--- src/rtl/des_pkg.sv ---
// Shared widths, rotation schedule and FSM encoding for the DES key scheduler.
// Used by the scheduler top, its rotate helper and permutation_choice_two.
package des_pkg;

  localparam int KEY_CD_W = 56;
  localparam int HALF_W   = 28;
  localparam int SUBKEY_W = 48;

  // Per-round left-rotation amount of DES encryption, indexed by round-1.
  localparam logic [1:0] SHIFT [16] = '{
    2'd1, 2'd1, 2'd2, 2'd2, 2'd2, 2'd2, 2'd2, 2'd2,
    2'd1, 2'd2, 2'd2, 2'd2, 2'd2, 2'd2, 2'd2, 2'd1
  };

  typedef enum logic {
    IDLE,
    RUN
  } state_t;

  function automatic logic [KEY_CD_W-1:0] rotl_cd(
    input logic [KEY_CD_W-1:0] cd,
    input logic                two
  );
    logic [HALF_W-1:0] c;
    logic [HALF_W-1:0] d;
    c = cd[KEY_CD_W-1:HALF_W];
    d = cd[HALF_W-1:0];
    if (two) begin
      c = {c[HALF_W-3:0], c[HALF_W-1:HALF_W-2]};
      d = {d[HALF_W-3:0], d[HALF_W-1:HALF_W-2]};
    end else begin
      c = {c[HALF_W-2:0], c[HALF_W-1]};
      d = {d[HALF_W-2:0], d[HALF_W-1]};
    end
    return {c, d};
  endfunction

endpackage

--- src/rtl/des_cd_rotate_right.sv ---
// Right-rotates the C and D halves of a DES key state by 1 or 2.
// amt = 0 rotates by one position, amt = 1 by two.
module des_cd_rotate_right
  import des_pkg::*;
(
  input  logic [KEY_CD_W-1:0] cd,
  input  logic                amt,
  output logic [KEY_CD_W-1:0] cd_rot
);

  logic [HALF_W-1:0] c;
  logic [HALF_W-1:0] d;
  logic [HALF_W-1:0] c1;
  logic [HALF_W-1:0] d1;
  logic [HALF_W-1:0] c2;
  logic [HALF_W-1:0] d2;

  assign c  = cd[KEY_CD_W-1:HALF_W];
  assign d  = cd[HALF_W-1:0];
  assign c1 = {c[0], c[HALF_W-1:1]};
  assign d1 = {d[0], d[HALF_W-1:1]};
  assign c2 = {c[1:0], c[HALF_W-1:2]};
  assign d2 = {d[1:0], d[HALF_W-1:2]};

  assign cd_rot = amt ? {c2, d2} : {c1, d1};

endmodule

--- src/rtl/permutation_choice_two.sv ---
// DES PC2: selects and reorders 48 of the 56 C/D bits into a round subkey.
// Table entries are 1-based positions with bit 1 as the MSB of cd.
module permutation_choice_two
  import des_pkg::*;
(
  input  logic [KEY_CD_W-1:0] cd,
  output logic [SUBKEY_W-1:0] subkey
);

  localparam int unsigned PC2_TAB [48] = '{
    14, 17, 11, 24,  1,  5,
     3, 28, 15,  6, 21, 10,
    23, 19, 12,  4, 26,  8,
    16,  7, 27, 20, 13,  2,
    41, 52, 31, 37, 47, 55,
    30, 40, 51, 45, 33, 48,
    44, 49, 39, 56, 34, 53,
    46, 42, 50, 36, 29, 32
  };

  // PC2 discards positions 9,18,22,25,35,38,43,54.
  logic unused_pc2_bits;
  assign unused_pc2_bits = ^{cd[47], cd[38], cd[34], cd[31],
                             cd[21], cd[18], cd[13], cd[2]};

  always_comb begin
    subkey = '0;
    for (int i = 0; i < SUBKEY_W; i++) begin
      subkey[6'(SUBKEY_W - 1 - i)] =
        cd[6'(KEY_CD_W - int'(PC2_TAB[i]))];
    end
  end

endmodule

--- src/rtl/des_decrypt_key_scheduler.sv ---
// Streams DES subkeys K16..K1 from a post-PC1 key over valid/ready.
// Define DES_KEY_SCHED_ENC_MODE_EN to add enc_mode (K1..K16 order).
module des_decrypt_key_scheduler
  import des_pkg::*;
#(
  parameter int NUM_ROUNDS = 16
) (
  input  logic                clk,
  input  logic                rst_n,
  input  logic                key_valid,
  output logic                key_ready,
  input  logic [KEY_CD_W-1:0] cd_in,
  input  logic                flush,
  output logic [SUBKEY_W-1:0] subkey,
  output logic                subkey_valid,
  input  logic                subkey_ready,
  output logic [3:0]          round_idx,
  output logic                subkey_last
`ifdef DES_KEY_SCHED_ENC_MODE_EN
  ,
  input  logic                enc_mode
`endif
);

  localparam logic [3:0] LAST_IDX = 4'(NUM_ROUNDS - 1);

  state_t              state_q;
  state_t              state_d;
  logic [KEY_CD_W-1:0] cd_q;
  logic [KEY_CD_W-1:0] cd_d;
  logic [KEY_CD_W-1:0] cd_rot;
  logic [3:0]          idx_q;
  logic [3:0]          idx_d;
  logic                rot_two;
  logic                is_last;

`ifdef DES_KEY_SCHED_ENC_MODE_EN
  logic       enc_q;
  logic       enc_d;
  logic [3:0] idx_inc;
  assign idx_inc = idx_q + 4'd1;
`else
  localparam logic enc_q = 1'b0;
`endif

  // Undo the rotation that produced the current subkey's C/D.
  assign rot_two = (SHIFT[idx_q] == 2'd2);

  des_cd_rotate_right u_rot (
    .cd     (cd_q),
    .amt    (rot_two),
    .cd_rot (cd_rot)
  );

  permutation_choice_two u_pc2 (
    .cd     (cd_q),
    .subkey (subkey)
  );

  assign is_last      = enc_q ? (idx_q == LAST_IDX)
                              : (idx_q == 4'd0);
  assign key_ready    = (state_q == IDLE);
  assign subkey_valid = (state_q == RUN);
  assign subkey_last  = (state_q == RUN) && is_last;
  assign round_idx    = idx_q;

  always_comb begin
    state_d = state_q;
    cd_d    = cd_q;
    idx_d   = idx_q;
`ifdef DES_KEY_SCHED_ENC_MODE_EN
    enc_d   = enc_q;
`endif
    case (state_q)
      IDLE: begin
        if (!flush && key_valid) begin
          state_d = RUN;
          cd_d    = cd_in;
          idx_d   = LAST_IDX;
`ifdef DES_KEY_SCHED_ENC_MODE_EN
          enc_d   = enc_mode;
          if (enc_mode) begin
            cd_d  = rotl_cd(cd_in, SHIFT[0] == 2'd2);
            idx_d = 4'd0;
          end
`endif
        end
      end
      RUN: begin
        if (flush) begin
          state_d = IDLE;
        end else if (subkey_ready) begin
          if (is_last) begin
            state_d = IDLE;
          end else begin
            idx_d = idx_q - 4'd1;
            cd_d  = cd_rot;
`ifdef DES_KEY_SCHED_ENC_MODE_EN
            if (enc_q) begin
              idx_d = idx_inc;
              cd_d  = rotl_cd(cd_q, SHIFT[idx_inc] == 2'd2);
            end
`endif
          end
        end
      end
      default: state_d = IDLE;
    endcase
  end

  always_ff @(posedge clk or negedge rst_n) begin
    if (!rst_n) begin
      state_q <= IDLE;
      cd_q    <= '0;
      idx_q   <= '0;
`ifdef DES_KEY_SCHED_ENC_MODE_EN
      enc_q   <= 1'b0;
`endif
    end else begin
      state_q <= state_d;
      cd_q    <= cd_d;
      idx_q   <= idx_d;
`ifdef DES_KEY_SCHED_ENC_MODE_EN
      enc_q   <= enc_d;
`endif
    end
  end

endmodule
--- config.mk ---
export PLATFORM = sky130hd
export DESIGN_NAME = des_decrypt_key_scheduler
export DESIGN_NICKNAME = d
export VERILOG_FILES = /design/src/rtl/des_pkg.sv /design/src/rtl/des_cd_rotate_right.sv /design/src/rtl/permutation_choice_two.sv /design/src/rtl/des_decrypt_key_scheduler.sv
export SDC_FILE = /design/constraint.sdc
export NUM_CORES = 1
export LEC_CHECK = 0
export CAP_MARGIN = 20
export CORE_MARGIN = 8
export CORE_UTILIZATION = 30
export DETAILED_ROUTE_END_ITERATION = 10
export PLACE_DENSITY_LB_ADDON = 0.12
export SYNTH_ARGS = -nofsm -noshare
export SYNTH_HDL_FRONTEND = slang
export SYNTH_SLANG_ARGS = --single-unit
--- constraint.sdc ---
create_clock -name clk -period 4.07 [get_ports clk]
set_input_delay 0.6105 -clock clk [delete_from_list [all_inputs] [get_ports clk]]
set_output_delay 0.6105 -clock clk [all_outputs]
set_load 0.02 [all_outputs]
* After elaboration in Yosys (flattened, before gate mapping)
Memories as Yosys holds them, arrays and structs flattened.
Index checks and enable logic that the tools add are counted.
Widths: inputs -> output; s select.
** Word-level totals
- Bits in registers :: 61
- Memory bits (writable) :: 0
- Bits in latches :: 0
- Bits in read-only memories :: 32
- Memories :: 1
** Memories
- (name not given) :: depth 16, width 2, read ports 1, clocked after memory_dff 0, write ports 0, RTL line des_decrypt_key_scheduler.sv:47 : assign rot_two = (SHIFT[idx_q] == 2'd2);
** Operators by class
- Shift-type cells :: 0
- Add/subtract/negate cells :: 1
- Bitwise operators :: 2
- Div/mod/pow operators :: 0
- Reductions and logical operators :: 5
- Muxes and demuxes :: 18
- Multiply operators :: 0
- Eq/ne operators :: 5
- Magnitude comparators :: 1
** Operators with widths (count)
- $mux 56 :: 5
- $pmux 56 s2 :: 1
- $mux 4 :: 4
- $pmux 4 s2 :: 1
- $ne 2x2->1 const B :: 3
- $ge 5x5->1 const B :: 1
- $not 4->5 :: 1
- $logic_not 4->1 :: 1
- $mux 1 :: 4
- $mux 2 :: 2
- $reduce_and 4->1 :: 1
- $sub 4x1->4 const B :: 1
- $eq 2x2->1 const B :: 1
- $logic_and 1x1->1 :: 2
- $ne 2x1->1 const B :: 1
- $pmux 1 s2 :: 1
- $logic_not 1->1 :: 1
- $not 1->1 :: 1

* Longest topological paths before layout
Gate-level depths: netlist of run 1.
- Depth in word-level cells :: 10
- Gate-level depth with buffers :: 8
- Depth with buffers taken out :: 6

* By module
Synthesis of run 1 repeated with hierarchy kept, for this count alone.
** Second synthesis, totals
- Cell total of the unflattened synthesis :: 356
- Area, all modules :: 4211.5 sq um
** By module, submodules not included
- des_decrypt_key_scheduler :: cells an instance 245, times used 1, area an instance 3005.4 sq um
- des_cd_rotate_right :: cells an instance 62, times used 1, area an instance 842.1 sq um
- permutation_choice_two :: cells an instance 49, times used 1, area an instance 364.1 sq um

* Least setup slack after synthesis of run 1
Ideal clock, no wire load.
- Path kind :: register to register
- Start :: register idx_q[0], in the netlist round_idx[0]
- End :: register cd_q[17]
- Arrival :: 2050 ps
- Path buffers :: 2
- Cell stages (with the launch flop) :: 9
- Slack :: 1894 ps
- Cells stage by stage :: dfrtp_1 > inv_1 > ha_1 > or3b_4 > a31oi_4 > nor2b_2 > buf_6 > buf_8 > a221o_1
** On the way
- Longest elaborated chain between the ends :: 10
- Elaborated cells on any way between the ends :: 13
- Those cells by class :: 2 x eq/ne; 7 x mux; 1 x bitwise; 2 x reduce/logical; 1 x memory
** RTL lines
- from (decl) :: RTL line des_decrypt_key_scheduler.sv:32 : logic [3:0] idx_q;
- from (signal assigned) :: RTL line des_decrypt_key_scheduler.sv:122 : idx_q <= idx_d;
- $not 4->5 (implied by the code) :: RTL line des_decrypt_key_scheduler.sv:47
- $mem_v2 16x2
- $mux 2 (implied by the code) (2 in a row) :: RTL line des_decrypt_key_scheduler.sv:47
- $eq 2x2->1 :: RTL line des_decrypt_key_scheduler.sv:47
- $mux 56 :: RTL line des_cd_rotate_right.sv:25 : assign cd_rot = amt ? {c2, d2} : {c1, d1};
- $mux 56 :: RTL line des_decrypt_key_scheduler.sv:93 : if (is_last) begin
- $mux 56 :: RTL line des_decrypt_key_scheduler.sv:92 : end else if (subkey_ready) begin
- $mux 56 :: RTL line des_decrypt_key_scheduler.sv:90 : if (flush) begin
- $pmux 56 s2 :: RTL line des_decrypt_key_scheduler.sv:74 : case (state_q)
- to (signal assigned) :: RTL line des_decrypt_key_scheduler.sv:114 : cd_q <= '0;
- to (signal assigned) :: RTL line des_decrypt_key_scheduler.sv:121 : cd_q <= cd_d;
- to (decl) :: RTL line des_decrypt_key_scheduler.sv:29 : logic [KEY_CD_W-1:0] cd_q;
Parallel ways exist; a longest one is shown, timed or not. The select of a mux whose other input is x is not followed.
A chain may end at the register's enable or synchronous reset.

* Final worst setup path of run 1
- Start :: register idx_q[1], in the netlist round_idx[1]
- End :: output port subkey_last
** On the way
- Longest elaborated chain between the ends :: 2
** RTL lines
- $logic_not 4->1 :: RTL line des_decrypt_key_scheduler.sv:61 : : (idx_q == 4'd0);
- $logic_and 1x1->1 :: RTL line des_decrypt_key_scheduler.sv:64 : assign subkey_last = (state_q == RUN) && is_last;
- to (decl) :: RTL line des_decrypt_key_scheduler.sv:18 : output logic subkey_last
Every way passes these cells.

==> Flow_metrics.wiki, run 1 <==
{| class="wikitable"
! Metric !! Value
|-
| Number of distinct library cell variants in the gate-level netlist after synthesis || 33
|-
| Final standard cell utilization of the core || 0.392
|-
| Postcts setup bufs || 0
|-
| Number of storage elements in the synthesis netlist || 61
|-
| Clock Pin Slew Worst Setup and Hold Paths || 0.05 ns
|-
| Final setup violation count || 0
|-
| Vert. Die Dim || approximately 130 µm
|-
| Leftover overflow at the end of global routing || 0
|-
| CTS tree || done
|-
| Number of clock buffers inserted by TritonCTS || 9
|-
| Root Driver || clkbuf_16
|-
| YS warnings || 0
|-
| # IOs || about 120
|-
| Antenna diodes || 0
|-
| Total number of H-tree levels || 3
|-
| # hold bufs at CTS || 0
|-
| Max Freq || 0.381 GHz
|-
| Unrepaired setup endpoints after global routing || no
|-
| Signal arrival time at the worst endpoint || roughly 2.0 ns
|-
| Core outline area || approximately 0.012 mm²
|-
| Slew at the pin closest to its max-slew limit || 0.906 ns
|-
| Synth-to-layout area growth || 28.3%
|-
| Share of final-layout standard cells stronger than drive strength 1 || 0.0716
|-
| Critical path startpoint category || register
|-
| Area occupied by multi-input gates || roughly 0.0016 mm²
|-
| Wire length of the first global-routing pass || 17000 µm
|-
| Pint || 0.00171 W
|-
| Top_reg_cell synth || dfrtp_1
|-
| Yosys top cell by area || dfrtp_1
|-
| Fraction of the cycle the final worst path needs || 0.646
|-
| Post-layout minimum cycle time || between 2 and 3 ns
|-
| Standard-cell rows || 40
|-
| Nets@finish || 521
|-
| Combinational fraction of design power || 0.295
|-
| Flop-to-flop setup slack || 1.76 ns
|-
| Critical path data required time || about 3.5 ns
|-
| Clock latency on the worst-skew pair || between 0.3 and 0.4 ns
|-
| Max Root-Sink Buffers || 2
|-
| Effective utilization at floorplan || 0.306
|-
| Initial antenna violation count || 0
|-
| Worst setup skew after layout || ~0.0045 ns
|-
| Number of max-slew violations in the final report || 0
|-
| Count of max-cap constraint violations || 0
|-
| Total detailed-routing wirelength || between 10000 and 15000 µm
|-
| FILL cells || ~1.2k
|-
| Number of enable flip-flop cells after synthesis || 0
|-
| Largest net degree at the start of global routing || 64
|-
| Pwr/cell area || between 500 and 600 mW/mm²
|-
| Category of the most critical setup path || reg2out
|-
| Worst slew margin || 0.396
|-
| Status || finished, final reports clean
|-
| GRT Resource Usage Total || 0.131
|-
| Share of total power consumed by net switching || 0.322
|-
| Post-route antenna net violation count || 0
|-
| Pre-Repair DR Iteration Count || 4
|-
| Class of the most critical hold timing path || in2async
|-
| Area share of the largest cell type after synthesis || 0.418
|-
| Syn Area/Cell || just over 9 µm²
|-
| Cell types occupying the most area after synthesis || dfrtp_1 (42%), a221o_1 (15%), nand2_1 (12%)
|-
| Count of instances resized after the clock tree is built || 0
|-
| Maximum fanout along the worst path || 6
|-
| Cell area after synthesis || 0.00365 mm²
|-
| Sequential share of the synthesized area || 0.418
|-
| Total vias in the final route || between 3k and 4k
|-
| Clock network fraction of design power || 0.328
|-
| Peak supply drop || about 0.2 mV
|-
| Leak Pwr || 1.97 nW
|-
| PortBufs || just over 90
|-
| Instance count of the mapped netlist || 401
|-
| Routability cong. || 0.734
|-
| CTS sink cnt || just over 60
|-
| Number of design-rule violations left by the first detailed-router iteration || between 200 and 250
|-
| Per-cell via count in the routed design || between 5 and 6
|-
| Sequential Power Share || 0.377
|-
| Routed length per instance || approximately 17 µm
|-
| Worst Setup End Kind || primary output
|-
| Net switching component of the power || between 0.0008 and 0.0009 W
|-
| Die outline area || between 0.015 and 0.02 mm²
|-
| Count of final hold-check violations || 0
|-
| Sequential cell area in the final layout || between 0.0015 and 0.002 mm²
|-
| Via count of the first global-routing pass || roughly 3.2k
|-
| Chip width || 126 µm
|-
| Worst Hold Slack || 0.419 ns
|-
| Detailed-route DRC error count || 0
|-
| Half-perimeter wire length of the detailed placement result || roughly 7000 µm
|-
| Proportion of register bits with asynchronous set or reset after synthesis || 1.00
|-
| Final setup TNS || 0 ns
|}
==> cells by family after synthesis <==
group	Yosys count	share of synthesized area
DFF	61	0.418
buffers and inverters	81	0.161
and+or+nand+nor	130	0.150
other	1	0.00103
muxes	1	0.00274
AOI/OAI and AO/OA	123	0.254
adders and majority gates	4	0.0137
==> cells in the mapped netlist, types with 4 or more instances <==
master / n
a221o_1: 55
o21ai_0: 58
dfrtp_1: 61
buf_1: 4
nor2_1: 4
ha_1: 4
buf_4: 48
inv_1: 4
nand2_1: 113
buf_8: 5
clkbuf_1: 13
buf_6: 6
==> power groups by stage <==
stage	clock [W]	combinational (W)	sequential [W]
after detailed placement	0	0.000750	0.000956
final	0.000827	0.000743	0.000952
after global routing	0.000873	0.000822	0.000980
after global placement	0	0.000739	0.000957
after floorplan	0	0.000567	0.000905
after CTS	0.000851	0.000755	0.000951
==> sequential cells by signal (all words and copies together), names as in the netlist <==
name / count
cd_q: 56
subkey_valid: 1
round_idx: 4
==> cell type report <==
| type | count | area share |
|---|---|---|
| Inverter | 4 | 0.00320 |
| Multi-Input combinational cell | 280 | 0.349 |
| Sequential cell | 61 | 0.326 |
| Clock inverter | 4 | 0.0149 |
| Clock buffer | 12 | 0.0547 |
| Tap cell | 147 | 0.0392 |
| Timing Repair Buffer | 100 | 0.213 |
==> path summary, 6_finish.rpt <==
check                             startpoint     endpoint  depth (start not counted)
worst max-delay path            round_idx[1]  subkey_last                          5
worst min-delay path                   rst_n     cd_q[16]                          1
worst max register to register  round_idx[0]     cd_q[27]                          7
worst min register to register      cd_q[18]     cd_q[17]                          1
max in group asynchronous              rst_n     cd_q[24]                          2
min in group clk                    cd_q[18]     cd_q[17]                          1
==> per-stage QoR <==
| step | total power [W] | cell area [µm²] | setup WS [ns] | cells |
|---|---|---|---|---|
| 2_1_floorplan | 0.00147 | 3730 | 1.89 | 422 |
| 3_5_place_dp | 0.00171 | 4360 | 1.23 | 592 |
| 5_1_grt | 0.00267 | 4690 | 1.29 | 608 |
| 6_report | 0.00252 | 4690 | 1.44 | 608 |
| 4_1_cts | 0.00256 | 4690 | 1.41 | 608 |
| 3_3_place_gp | 0.00170 | 4330 | 1.29 | 591 |
==> worst max-delay path: stages, from the launching register on <==
cell	delay [ns]
dfrtp_1	0.42
inv_1	0.14
ha_1	0.30
nand2_1	0.13
nor2_1	0.10
clkdlybuf4s50_1	0.61
==> routing by layer <==
metal	wire length [µm]	track usage
met3	489	0.0344
met5	0	0
met4	103	0.0361
met2	4590	0.196
met1	5170	0.182
==> layout by cell type, fill, tap and decap left out, types with 2 or more instances in the layout <==
| cell type | count |
|---|---|
| a21oi_1 | 2 |
| a221o_1 | 55 |
| buf_4 | 6 |
| bufinv_16 | 2 |
| clkbuf_16 | 9 |
| clkbuf_8 | 2 |
| clkdlybuf4s50_1 | 92 |
| clkinv_2 | 2 |
| conb_1 | 22 |
| dfrtp_1 | 61 |
| ha_1 | 4 |
| inv_1 | 4 |
| nand2_1 | 113 |
| nor2_1 | 4 |
| nor3_1 | 3 |
| o21ai_0 | 58 |
| o22ai_1 | 2 |
| or3b_2 | 2 |
No activity file was read; power rests on OpenSTA's default activity.
==> run 2, diff against run 1 <==
clock period = 2.7 ns   (was 4.07 ns; I/O delays follow)
==> run 2 against run 1 <==
  * Critical path type unchanged
  * Non-clock buffer count increased by 1
  * Utilization about the same
  * Largest cell class unchanged
  * Global-route usage decreased by 0.19 points
==> Flow_metrics.wiki, run 2 (synthesis results as in run 1) <==
{| class="wikitable"
! Metric !! Value
|-
| Count of final hold-check violations || 0 (unchanged)
|-
| Buffers plus inverters on the worst setup path || 2 (unchanged)
|-
| Leak Pwr || 1.96 nW (was 1.97 nW)
|-
| Pre-Repair DR Iteration Count || 4 (unchanged)
|-
| # hold bufs at CTS || 0 (unchanged)
|-
| Total detailed-routing wirelength || 10200 µm (was 10300 µm)
|-
| # IOs || 116 (unchanged)
|-
| Critical Path Sink || subkey_last (unchanged)
|-
| Class of the most critical hold timing path || in2async (unchanged)
|-
| Max Root-Sink Buffers || 2 (unchanged)
|-
| Area occupied by multi-input gates || 0.00164 mm² (unchanged)
|-
| Critical path data required time || 2.30 ns (was 3.46 ns)
|-
| Worst setup skew after layout || 0.00584 ns (was 0.00452 ns)
|-
| Post-route antenna net violation count || 0 (unchanged)
|-
| Peak supply drop || 0.285 mV (was 0.196 mV)
|-
| Antenna diodes || 0 (unchanged)
|-
| Unrepaired setup endpoints after global routing || no (unchanged)
|-
| Number of flip-flops under the largest register name || 56 (unchanged)
|-
| Endpoint of the most critical register-to-register path || cd_q[48] (was cd_q[27])
|-
| Count of max-cap constraint violations || 0 (unchanged)
|-
| Most common cell after layout, fill and taps aside || nand2_1 (unchanged)
|-
| Core outline area || 0.0120 mm² (unchanged)
|-
| Share of final-layout standard cells stronger than drive strength 1 || 0.0714 (was 0.0716)
|-
| Worst Setup End Kind || primary output (unchanged)
|-
| Routed length per instance || 16.8 µm (was 17.0 µm)
|-
| Cell type group with the largest total delay on the critical path || buffers and inverters (unchanged)
|-
| CTS sink cnt || 61 (unchanged)
|-
| Critical R2R Launch || round_idx[0] (unchanged)
|-
| Clock latency on the worst-skew pair || 0.32 ns (about the same)
|-
| GRT Resource Usage Total || 0.129 (was 0.131)
|-
| Number of clock buffers inserted by TritonCTS || 9 (unchanged)
|-
| Postcts setup bufs || 0 (unchanged)
|-
| Flop-to-flop setup slack || 0.48 ns (was 1.76 ns)
|-
| Routability cong. || 0.731 (was 0.734)
|-
| Launching element of the worst setup path || round_idx[1] (unchanged)
|-
| Category of the most critical setup path || reg2out (unchanged)
|-
| Max Freq || 0.411 GHz
|-
| Status || finished, final reports clean (unchanged)
|-
| PortBufs || 93 (unchanged)
|-
| Slowest cell on the critical path || clkdlybuf4s50_1 (unchanged)
|-
| Largest net degree at the start of global routing || 61 (was 64)
|-
| Total number of H-tree levels || 3 (unchanged)
|-
| Register name with the most flops || cd_q (unchanged)
|-
| Vert. Die Dim || 126 µm (unchanged)
|-
| Logic depth of the worst register-to-register path || 7 (unchanged)
|-
| Clock Pin Slew Worst Setup and Hold Paths || 0.05 ns (about the same)
|-
| Pwr/cell area || 785 mW/mm² (was 538 mW/mm²)
|-
| Final setup violation count || 0 (unchanged)
|-
| Die outline area || 0.0160 mm² (unchanged)
|-
| Count of instances resized after the clock tree is built || 0 (unchanged)
|-
| Nets@finish || 522 (was 521)
|-
| Via count of the first global-routing pass || 3227 (was 3188)
|-
| Worst Hold Slack || 0.0891 ns (was 0.419 ns)
|-
| Root Driver || clkbuf_16 (unchanged)
|-
| Cell-by-cell trace of the critical path || inv_1 > ha_1 > nand2_1 > nor2_1 > clkdlybuf4s50_1 (unchanged)
|-
| Sequential cell area in the final layout || 0.00153 mm² (unchanged)
|-
| Slew at the pin closest to its max-slew limit || 0.604 ns (was 0.906 ns)
|-
| Maximum fanout along the worst path || 6 (unchanged)
|-
| Critical path startpoint category || register (unchanged)
|-
| Half-perimeter wire length of the detailed placement result || 6870 µm (was 6880 µm)
|-
| Signal arrival time at the worst endpoint || 2.03 ns (was 2.02 ns)
|-
| Post-layout minimum cycle time || approximately 2.4 ns
|-
| Worst slew margin || 0.597 (was 0.396)
|-
| Synth-to-layout area growth || 28.4% (was 28.3%)
|-
| Path length in cells of the critical path || 5 (unchanged)
|-
| Most frequent cells in the layout || nand2_1 (113), clkdlybuf4s50_1 (92), dfrtp_1 (61) (unchanged)
|-
| Initial antenna violation count || 0 (unchanged)
|-
| Final setup TNS || 0 ns (unchanged)
|-
| Number of design-rule violations left by the first detailed-router iteration || 216 (was 223)
|-
| Total vias in the final route || 3077 (was 3052)
|-
| Per-cell via count in the routed design || 5.05 (was 5.02)
|-
| Detailed-route DRC error count || 0 (unchanged)
|-
| Chip width || 126 µm (unchanged)
|-
| Standard-cell rows || 40 (unchanged)
|-
| Leftover overflow at the end of global routing || 0 (unchanged)
|-
| FILL cells || 1219 (was 1197)
|-
| Effective utilization at floorplan || 0.306 (unchanged)
|-
| Wire length of the first global-routing pass || 16900 µm (was 17000 µm)
|-
| Max incr delay on CP || 0.61 ns (about the same)
|-
| Number of max-slew violations in the final report || 0 (unchanged)
|-
| CTS tree || done (unchanged)
|-
| Fraction of the cycle the final worst path needs || 0.902
|}
==> run 2: cell types whose count changed in the layout (fill, tap and decap cells not counted), sizes merged <==
cell	delta
bufinv	-1
buf	+1
clkinvlp	+1
==> run 2: worst min-delay path by stage <==
stage	depth (start not counted)	start	slack [ns]	endpoint
after floorplan	0	rst_n	0.11	cd_q[0]
after global placement	1	rst_n	0.46	cd_q[15]
after detailed placement	1	rst_n	0.45	cd_q[16]
after CTS	1	rst_n	0.11	cd_q[16]
after global routing	1	rst_n	0.13	cd_q[16]
final	1	rst_n	0.09	cd_q[16]
==> run 2: metal layers <==
| layer | track usage | share of wire | routed length, µm |
|---|---|---|---|
| met1 | 0.177 | 0.48 | 4900 |
| met2 | 0.190 | 0.45 | 4560 |
| met4 | 0.0432 | 0.015 | 153 |
| met5 | 0 | 0 | 0 |
| met3 | 0.0369 | 0.060 | 613 |
==> run 2: where the power goes <==
part / internal, W / leakage (nW) / switching (W)
logic: 0.000570 / 1.08 / 0.000551
clock network: 0.000736 / 0.143 / 0.000394
registers: 0.00116 / 0.744 / 0.000271
==> run 2: worst reg2reg max path: stages, from the launching register on <==
cell and delay, ns:
dfrtp_1 0.43, inv_1 0.11, ha_1 0.30, or3b_4 0.41
a31oi_4 0.23, nor2b_4 0.10, buf_12 0.20, a221o_1 0.34
==> run 2: stage by stage <==
stage,power [W],instance area (µm²),util,setup WS (ns),instances
3_3_place_gp,0.00256,4400,0.368,0.361,593
2_1_floorplan,0.00222,3730,-,0.524,422
6_report,0.00368,4690,0.392,0.265,609
4_1_cts,0.00373,4690,0.392,0.232,609
3_5_place_dp,0.00257,4400,0.368,0.265,593
5_1_grt,0.00391,4690,0.392,0.104,609
==> run 2: final cells by class <==
cell class / instances / share of cell area
multi-input cells: 280 / 0.349
flip-flops and latches: 61 / 0.325
repair buffers: 101 / 0.221
clock buffers: 12 / 0.0525
well taps: 147 / 0.0392
clock inverters: 4 / 0.0101
inverters: 4 / 0.00320
==> run 3, diff against run 2 <==
CTS_CLUSTER_DIAMETER = 30   (was default)
==> results of run 3 <==
No change in the layout: final DEF, timing and power equal those of run 2.
